`src/rtl/dram_arb_pkg.sv`:
```
// Shared types and helpers for the data-RAM arbiter: FSM states, port ids,
// RAM size default and the word-address legality check.
package dram_arb_pkg;

    typedef enum logic [1:0] {
        IDLE   = 2'd0,
        ACCESS = 2'd1,
        RESP   = 2'd2
    } state_t;

    localparam int NUM_PORTS         = 2;
    localparam int MEM_BYTES_DEFAULT = 256;

    typedef logic [$clog2(NUM_PORTS)-1:0] port_id_t;

    // A word access is legal when aligned and the whole word fits in the RAM.
    function automatic logic addr_legal(input logic [63:0] addr, input logic [63:0] mem_bytes);
        return (addr[1:0] == 2'b00) && (addr <= (mem_bytes - 64'd4));
    endfunction

endpackage

```
`src/rtl/dram_arb_pick.sv`:
```
// Combinational winner select for the two requesters. prio names the port
// that wins when both request; tie it to 0 for fixed priority.
module dram_arb_pick
    import dram_arb_pkg::*;
(
    input  logic     req0,
    input  logic     req1,
    input  port_id_t prio,
    output logic     grant_valid,
    output port_id_t grant_id
);

    // Pick the winner among the active requests.
    always_comb begin
        grant_valid = 1'b0;
        grant_id    = 1'b0;
        if (req0 && req1) begin
            grant_valid = 1'b1;
            grant_id    = prio;
        end else if (req0) begin
            grant_valid = 1'b1;
            grant_id    = 1'b0;
        end else if (req1) begin
            grant_valid = 1'b1;
            grant_id    = 1'b1;
        end else begin
            grant_valid = 1'b0;
            grant_id    = 1'b0;
        end
    end

endmodule

```
`src/rtl/dram_arbiter.sv`:
```
// Two-port arbiter and access sequencer for the 256-byte data RAM.
// Define DRAM_ARB_RR_EN for round-robin arbitration; default is fixed priority to port 0.
module dram_arbiter
    import dram_arb_pkg::*;
#(
    parameter int ADDR_W    = 32,
    parameter int DATA_W    = 32,
    parameter int MEM_BYTES = MEM_BYTES_DEFAULT
) (
    input  logic              clk,
    input  logic              rst_n,
    input  logic              req0,
    input  logic              req1,
    input  logic              we0,
    input  logic              we1,
    input  logic [ADDR_W-1:0] addr0,
    input  logic [ADDR_W-1:0] addr1,
    input  logic [DATA_W-1:0] wdata0,
    input  logic [DATA_W-1:0] wdata1,
    output logic              ack0,
    output logic              ack1,
    output logic              err0,
    output logic              err1,
    output logic [DATA_W-1:0] rdata,
    output logic [ADDR_W-1:0] ram_addr,
    output logic [DATA_W-1:0] ram_din,
    output logic              ram_rw,
    input  logic [DATA_W-1:0] ram_dout
);

    state_t            state_r, state_next_s;
    logic              take_s;
    logic              grant_valid_s;
    port_id_t          grant_id_s;
    port_id_t          prio_s;
    logic              sel_we_s;
    logic [ADDR_W-1:0] sel_addr_s;
    logic [DATA_W-1:0] sel_wdata_s;
    logic              sel_legal_s;

    logic              we_r;
    port_id_t          port_r;
    logic              ack0_r, ack1_r, err0_r, err1_r, ram_rw_r;
    logic [DATA_W-1:0] rdata_r, ram_din_r;
    logic [ADDR_W-1:0] ram_addr_r;

    dram_arb_pick u_pick (
        .req0        (req0),
        .req1        (req1),
        .prio        (prio_s),
        .grant_valid (grant_valid_s),
        .grant_id    (grant_id_s)
    );

`ifdef DRAM_ARB_RR_EN
    port_id_t ptr_r;

    // Round-robin pointer: the port that did not win gets the next tie.
    always_ff @(posedge clk or negedge rst_n) begin
        if (!rst_n) begin
            ptr_r <= 1'b0;
        end else if (take_s) begin
            ptr_r <= ~grant_id_s;
        end
    end

    assign prio_s = ptr_r;
`else
    assign prio_s = 1'b0;
`endif

    // Route the winning port's request fields.
    always_comb begin
        sel_we_s    = we0;
        sel_addr_s  = addr0;
        sel_wdata_s = wdata0;
        if (grant_id_s == 1'b1) begin
            sel_we_s    = we1;
            sel_addr_s  = addr1;
            sel_wdata_s = wdata1;
        end else begin
            sel_we_s    = we0;
            sel_addr_s  = addr0;
            sel_wdata_s = wdata0;
        end
    end

    assign sel_legal_s = addr_legal(64'(sel_addr_s), 64'(MEM_BYTES));

    // FSM state register.
    always_ff @(posedge clk or negedge rst_n) begin
        if (!rst_n) begin
            state_r <= IDLE;
        end else begin
            state_r <= state_next_s;
        end
    end

    // FSM next state; illegal requests skip ACCESS and answer straight away.
    always_comb begin
        state_next_s = state_r;
        take_s       = 1'b0;
        case (state_r)
            IDLE: begin
                if (grant_valid_s) begin
                    take_s       = 1'b1;
                    state_next_s = sel_legal_s ? ACCESS : RESP;
                end else begin
                    state_next_s = IDLE;
                end
            end
            ACCESS:  state_next_s = RESP;
            RESP:    state_next_s = IDLE;
            default: state_next_s = IDLE;
        endcase
    end

    // Registered RAM drive, acknowledges and read data; ram_rw is high only while in ACCESS.
    always_ff @(posedge clk or negedge rst_n) begin
        if (!rst_n) begin
            we_r       <= 1'b0;
            port_r     <= 1'b0;
            ack0_r     <= 1'b0;
            ack1_r     <= 1'b0;
            err0_r     <= 1'b0;
            err1_r     <= 1'b0;
            ram_rw_r   <= 1'b0;
            rdata_r    <= {DATA_W{1'b0}};
            ram_addr_r <= {ADDR_W{1'b0}};
            ram_din_r  <= {DATA_W{1'b0}};
        end else begin
            ack0_r   <= 1'b0;
            ack1_r   <= 1'b0;
            err0_r   <= 1'b0;
            err1_r   <= 1'b0;
            ram_rw_r <= 1'b0;
            case (state_r)
                IDLE: begin
                    if (take_s) begin
                        we_r   <= sel_we_s;
                        port_r <= grant_id_s;
                        if (sel_legal_s) begin
                            ram_addr_r <= sel_addr_s;
                            ram_din_r  <= sel_wdata_s;
                            ram_rw_r   <= sel_we_s;
                        end else begin
                            ack0_r  <= (grant_id_s == 1'b0);
                            ack1_r  <= (grant_id_s == 1'b1);
                            err0_r  <= (grant_id_s == 1'b0);
                            err1_r  <= (grant_id_s == 1'b1);
                            rdata_r <= {DATA_W{1'b0}};
                        end
                    end
                end
                ACCESS: begin
                    if (!we_r) begin
                        rdata_r <= ram_dout;
                    end
                    ack0_r <= (port_r == 1'b0);
                    ack1_r <= (port_r == 1'b1);
                end
                default: begin
                end
            endcase
        end
    end

    assign ack0     = ack0_r;
    assign ack1     = ack1_r;
    assign err0     = err0_r;
    assign err1     = err1_r;
    assign rdata    = rdata_r;
    assign ram_addr = ram_addr_r;
    assign ram_din  = ram_din_r;
    assign ram_rw   = ram_rw_r;

endmodule

```
`config.mk`:
```
export PLATFORM = sky130hd
export DESIGN_NAME = dram_arbiter
export DESIGN_NICKNAME = d
export VERILOG_FILES = /design/src/rtl/dram_arb_pkg.sv /design/src/rtl/dram_arb_pick.sv /design/src/rtl/dram_arbiter.sv
export SDC_FILE = /design/constraint.sdc
export NUM_CORES = 1
export LEC_CHECK = 0
export CAP_MARGIN = 10
export CORE_ASPECT_RATIO = 1.4
export CORE_MARGIN = 2
export CORE_UTILIZATION = 37
export CTS_CLUSTER_DIAMETER = 60
export DETAILED_ROUTE_END_ITERATION = 10
export PLACE_DENSITY_LB_ADDON = 0.2
export REMOVE_ABC_BUFFERS = 1
export SYNTH_ARGS = -nofsm -noshare
export SYNTH_HDL_FRONTEND = slang
export SYNTH_SLANG_ARGS = --single-unit
export TNS_END_PERCENT = 50
```
`constraint.sdc`:
```
create_clock -name clk -period 2 [get_ports clk]
set_clock_uncertainty 0.05 [all_clocks]
set_input_delay 0.4 -clock clk [delete_from_list [all_inputs] [get_ports clk]]
set_output_delay 0.4 -clock clk [all_outputs]
set_load 0.005 [all_outputs]
```
; After elaboration in Yosys (flattened, before gate mapping)
; Cells that the tools add are included.
[totals]
regBits = 105
latch_bits = 0
mem_bits_rw = 0
mem_bits_ro = 0
output_inout_bits = 101
elab_cells = 54
n_memories = 0
[classes]
add_sub_neg = 0
n_mul = 0
div = 0
order_cmp = 1
n_eq_ne = 4
shifts = 0
mux = 28
bitwise_logic = 2
reduce_logical = 8
[ops]
columns = cell, count
row1 = 32-bit 2-to-1 mux, 5
row2 = 32-bit one-hot mux with 2 select lines, 1
row3 = 32-bit by 8-bit less-or-equal comparator with 1-bit output (second input constant), 1
row4 = 1-bit 2-to-1 mux, 17
row5 = 2-bit != test (second input constant), 3
row6 = 2-bit logical NOT, 2
row7 = 2-bit 2-to-1 mux, 2
row8 = 1-bit one-hot mux with 2 select lines, 2
row9 = 2-bit one-hot mux with 2 select lines, 1
row10 = 4-bit AND reduction, 1
row11 = 3-bit AND reduction, 1
row12 = 2-bit by 1-bit equality test with 1-bit output (second input constant), 1
row13 = 1-bit logical AND, 2
row14 = 1-bit NOT, 2
row15 = 2-bit AND reduction, 1
row16 = 2-bit nonzero test, 1

; Logic depth before layout (Yosys ltp)
[logic_depth]
depth_word = 9
mapped_depth = 9

; Hierarchy
; A second synthesis with hierarchy kept.
[unflattened]
cells_unflattened = 388
area_unflattened_um2 = 4466.8
[modules_own_cells]
columns = mod, n_inst, cells_per_inst, area_per_inst_um2
row1 = dram_arbiter, 1, 385, 4449.3
row2 = dram_arb_pick, 1, 3, 17.5

; Worst setup path after synthesis
; OpenSTA, ideal clock, no wires.
[synth_path]
path_kind = input to register
from = input port addr1[26]
to = register ram_din_r[19], in the netlist ram_din[19]
setup_ns = 0.126
t_arrival_ns = 1.525
required_ns = 1.824
slack_ns = 0.299
path_stages = 8
n_path_buf = 2
cell_sequence = nor4_1 -> nand4_1 -> mux2i_4 -> nand2_2 -> inv_2 -> buf_4 -> buf_6 -> a31oi_1
[synth_between]
elab_chain_len = 4
[synth_lines]
columns = element, line
row1 = start: declaration, dram_arbiter.sv:17  ; input logic [ADDR_W-1:0] addr1,
row2 = 32-bit 2-to-1 mux, dram_arbiter.sv:77  ; if (grant_id_s == 1'b1) begin
row3 = 32-bit by 8-bit less-or-equal comparator with 1-bit output, dram_arb_pkg.sv:18  ; return (addr[1:0] == 2'b00) && (addr <= (mem_bytes - 64'd4));
row4 = 1-bit logical AND, dram_arb_pkg.sv:18
row5 = 3-bit AND reduction (no line), -
row6 = end signal: assignment, dram_arbiter.sv:130  ; ram_din_r <= {DATA_W{1'b0}};
row7 = end signal: assignment, dram_arbiter.sv:144  ; ram_din_r <= sel_wdata_s;
row8 = end: declaration, dram_arbiter.sv:44  ; logic [DATA_W-1:0] rdata_r, ram_din_r;
; Every way passes these cells.
; A chain may end at the register's enable or synchronous reset.

; Final worst setup path
[layout_path]
from = input port addr1[0]
to = register rdata_r[17], in the netlist rdata[17]
[layout_between]
elab_chain_len = 5
elab_cells_between_ends = 6
classes_between = order compare: 1 / eq/ne: 1 / mux: 1 / reduce/logical: 3
[layout_lines]
columns = element, line
row1 = 32-bit 2-to-1 mux (*), dram_arbiter.sv:77
row2 = 32-bit by 8-bit less-or-equal comparator with 1-bit output / 2-bit logical NOT (equally long branches), dram_arb_pkg.sv:18
row3 = 1-bit logical AND (*), dram_arb_pkg.sv:18
row4 = 2-bit != test (no line) (*), -
row5 = 4-bit AND reduction (no line) (*), -
row6 = end signal: assignment, dram_arbiter.sv:128  ; rdata_r <= {DATA_W{1'b0}};
row7 = end signal: assignment, dram_arbiter.sv:151  ; rdata_r <= {DATA_W{1'b0}};
row8 = end signal: assignment, dram_arbiter.sv:157  ; rdata_r <= ram_dout;
row9 = end: declaration, dram_arbiter.sv:44
; Mark *: on every way between the ends. The rest lies on a longest branch, timed or not.

==> out/results.ini <==
[outcome]
status=finished clean

[worst_setup_path]
endpoint_kind=register
crit_fanout=8
required_ps=2220
crit_chain=clkdlybuf4s50_1, nor4_1, nand4_1, mux2i_4, a32o_2, clkbuf_16, a22o_1
critical_path_class=primary input to register
reg2regPathDepth=5
critical_path_buf_inv_count=2
rrSetupSlack_ps=240
start_kind=primary input
crit_family=buffers and inverters
max_stage_delay_ps=400
critPathArrivalTime_ps=2190
worst_r2r_startpoint=state_r[0]
cp_slowest_cell=clkdlybuf4s50_1
rr_endpoint=rdata[17]

[yosys]
yosys.area_share.adder_pct=0
syn_inst=390
yosysWarnings=0
synth-simple-area-share_pct=14.8
syn_area_per_cell_um2=10.9
synth_top_family_by_area=compound AO/OA/AOI/OAI gates
synthXorXnorAreaFrac_pct=0
synth_ff_type=dfrtp_1
synth_edf_count=0
async_reset_ff_share_pct=100
synth_compound_area_share_pct=18.1
yosysSeqAreaShare_pct=62.0
synth_seq_cells=105
ys_types=30
syn_area_um2=4240
synth_mux_area_share_pct=0.768

[layout]
final_common_cell=clkdlybuf4s50_1
utilization_pct=68.6
syn_to_final_growth_pct=81.8
fin_nets=831
final_cell_mix=clkdlybuf4s50_1 (235), dfrtp_1 (105), nand2_1 (79), a21oi_1 (40), a31oi_1 (38)
drive_above_1_share_pct=9.40
fillers=889

[worst_hold_path]
min_from=ram_addr[11]
hold_depth=1
hold-path-endpoint=ram_addr[11]
hold_path.class=register to register

[sta]
fmaxAchievable_ghz=0.508
timing.final.ws_setup_ps=30.5
post-route-period-util_pct=98.5
finalHoldViolations=0
setup-violations-final=0
worst_pin_slew_ps=448
maxSlewHeadroom_pct=70.2
report.final.slew_viol_count=0
timing.final.crit_period_ps=1970

[floorplanning]
fp-row-count=46
start_util_pct=37.8
die-area_um2=12300
core_um2=11200
die_y_um=131
ios=267
die_x_um=94.5

[routing]
vias=4168
vias_per_cell=5.10
drtIter0Drc=112
final_antenna_net_count=0
wire_per_inst_um=18.2
drc=0
routed_wl_um=14900
dr.pass1.iters=5

[global_route]
first_global_vias=4168
grtUsageTotal_pct=22.6
grt_max_degree=42
antenna_found_initial=2
grt_overflow=0
grt_pass1_wl_um=21500

[place]
preCtsSetupSlack_ps=-521
globalplace.congestion=0.803
io_buffer_count=266
hpwl_um=10700

[clocking]
clk_latency_ps=330
cts_sinks=105
cts.clk_slew.worst_paths_ps=70
cts_buffers=9
clockBufferDepth=2
tritoncts=done
h-tree-depth=3
root_buffer=clkbuf_16

[flow_run]
maxCapViolations=0

[power_and_ir_drop]
power_mw=4.44
ir_worst_vdd_v=0.000356
power_density_nw_per_um2=576
p_leak_nw=3.57

==> worst max path at each step <==
stage,startpoint,end,slack [ps],depth (start not counted)
after global placement,addr0[11],ram_din[17],-490,8
after global routing,addr0[14],rdata[17],-80,7
after CTS,addr1[24],ram_din[31],4,8
after floorplan,req0,ram_addr[2],-2150,6
final,addr1[0],rdata[17],30,7
after detailed placement,addr0[11],ram_din[9],-520,8
==> sequential cells by signal, summed over array words and instances, names as in the netlist <==
name,cells
ack0,1
err1,1
port_r,1
ram_rw,1
ack1,1
rdata,32
ram_din,32
ram_addr,32
we_r,1
err0,1
state_r,2
==> final cells by class <==
| cell class | count | area [um2] | area share [%] |
|---|---|---|---|
| Timing Repair Buffer | 294 | 3070 | 39.8 |
| Sequential cell | 105 | 2630 | 34.1 |
| Multi-Input combinational cell | 253 | 1530 | 19.8 |
| Clock buffer | 9 | 225 | 2.92 |
| Tap cell | 144 | 180 | 2.34 |
| Clock inverter | 7 | 60.1 | 0.780 |
| Inverter | 2 | 10.0 | 0.130 |
| Antenna cell | 3 | 7.51 | 0.0975 |
==> logic make-up after synthesis <==
family                 after synthesis
and+or+nand+nor                    134
AOI/OAI and AO/OA                  117
DFF                                105
buffers and inverters               32
muxes                                2
==> metal layers <==
layer  part of all wire (%)  vias up  track usage (%)
met4                    1.4        0             7.59
met5                      0        -                0
met1                     37     2002             26.8
li1                       -     1944                -
met2                     52      207             38.9
met3                    9.5       15             7.11
==> where the power goes <==
group | switching, mW | total (mW) | internal [mW]
logic | 0.218 | 0.591 | 0.374
registers | 0.00953 | 2.15 | 2.14
clock network | 0.831 | 1.70 | 0.870
==> repair_timing <==
action | 4_1_cts | 5_1_grt
pin swaps | 2 | 20
setup endpoints to repair | 97 | 97
gates resized for setup | 10 | 36
cloned | 0 | 4
hold endpoints to repair | 31 | 0
hold buffers | 1 | 0
buffers inserted | 1 | 1
==> through the flow <==
step	std cells	setup TNS [ps]	area [um2]	hold slack, ps
6_report	817	0	7700	435
5_1_grt	814	-2490	7690	444
4_1_cts	809	0	7480	439
3_5_place_dp	791	-44840	7140	323
3_3_place_gp	791	-43220	7140	325
2_1_floorplan	360	-168920	4060	54.4
==> Yosys cell counts (2+ instances only) <==
master | instances | area share, %
nand2b_1 | 2 | 0.30
buf_6 | 3 | 0.80
nand4_1 | 4 | 0.59
a22o_1 | 32 | 6.6
o21ai_0 | 2 | 0.24
and2_1 | 26 | 3.8
nand2_1 | 79 | 7.0
buf_4 | 8 | 1.4
clkbuf_1 | 12 | 1.1
dfrtp_1 | 105 | 62
a31oi_1 | 38 | 5.6
nor2_1 | 5 | 0.44
a21oi_1 | 40 | 4.7
nor4_1 | 12 | 1.8
buf_2 | 7 | 0.83
(Power assumes the default switching activity.)
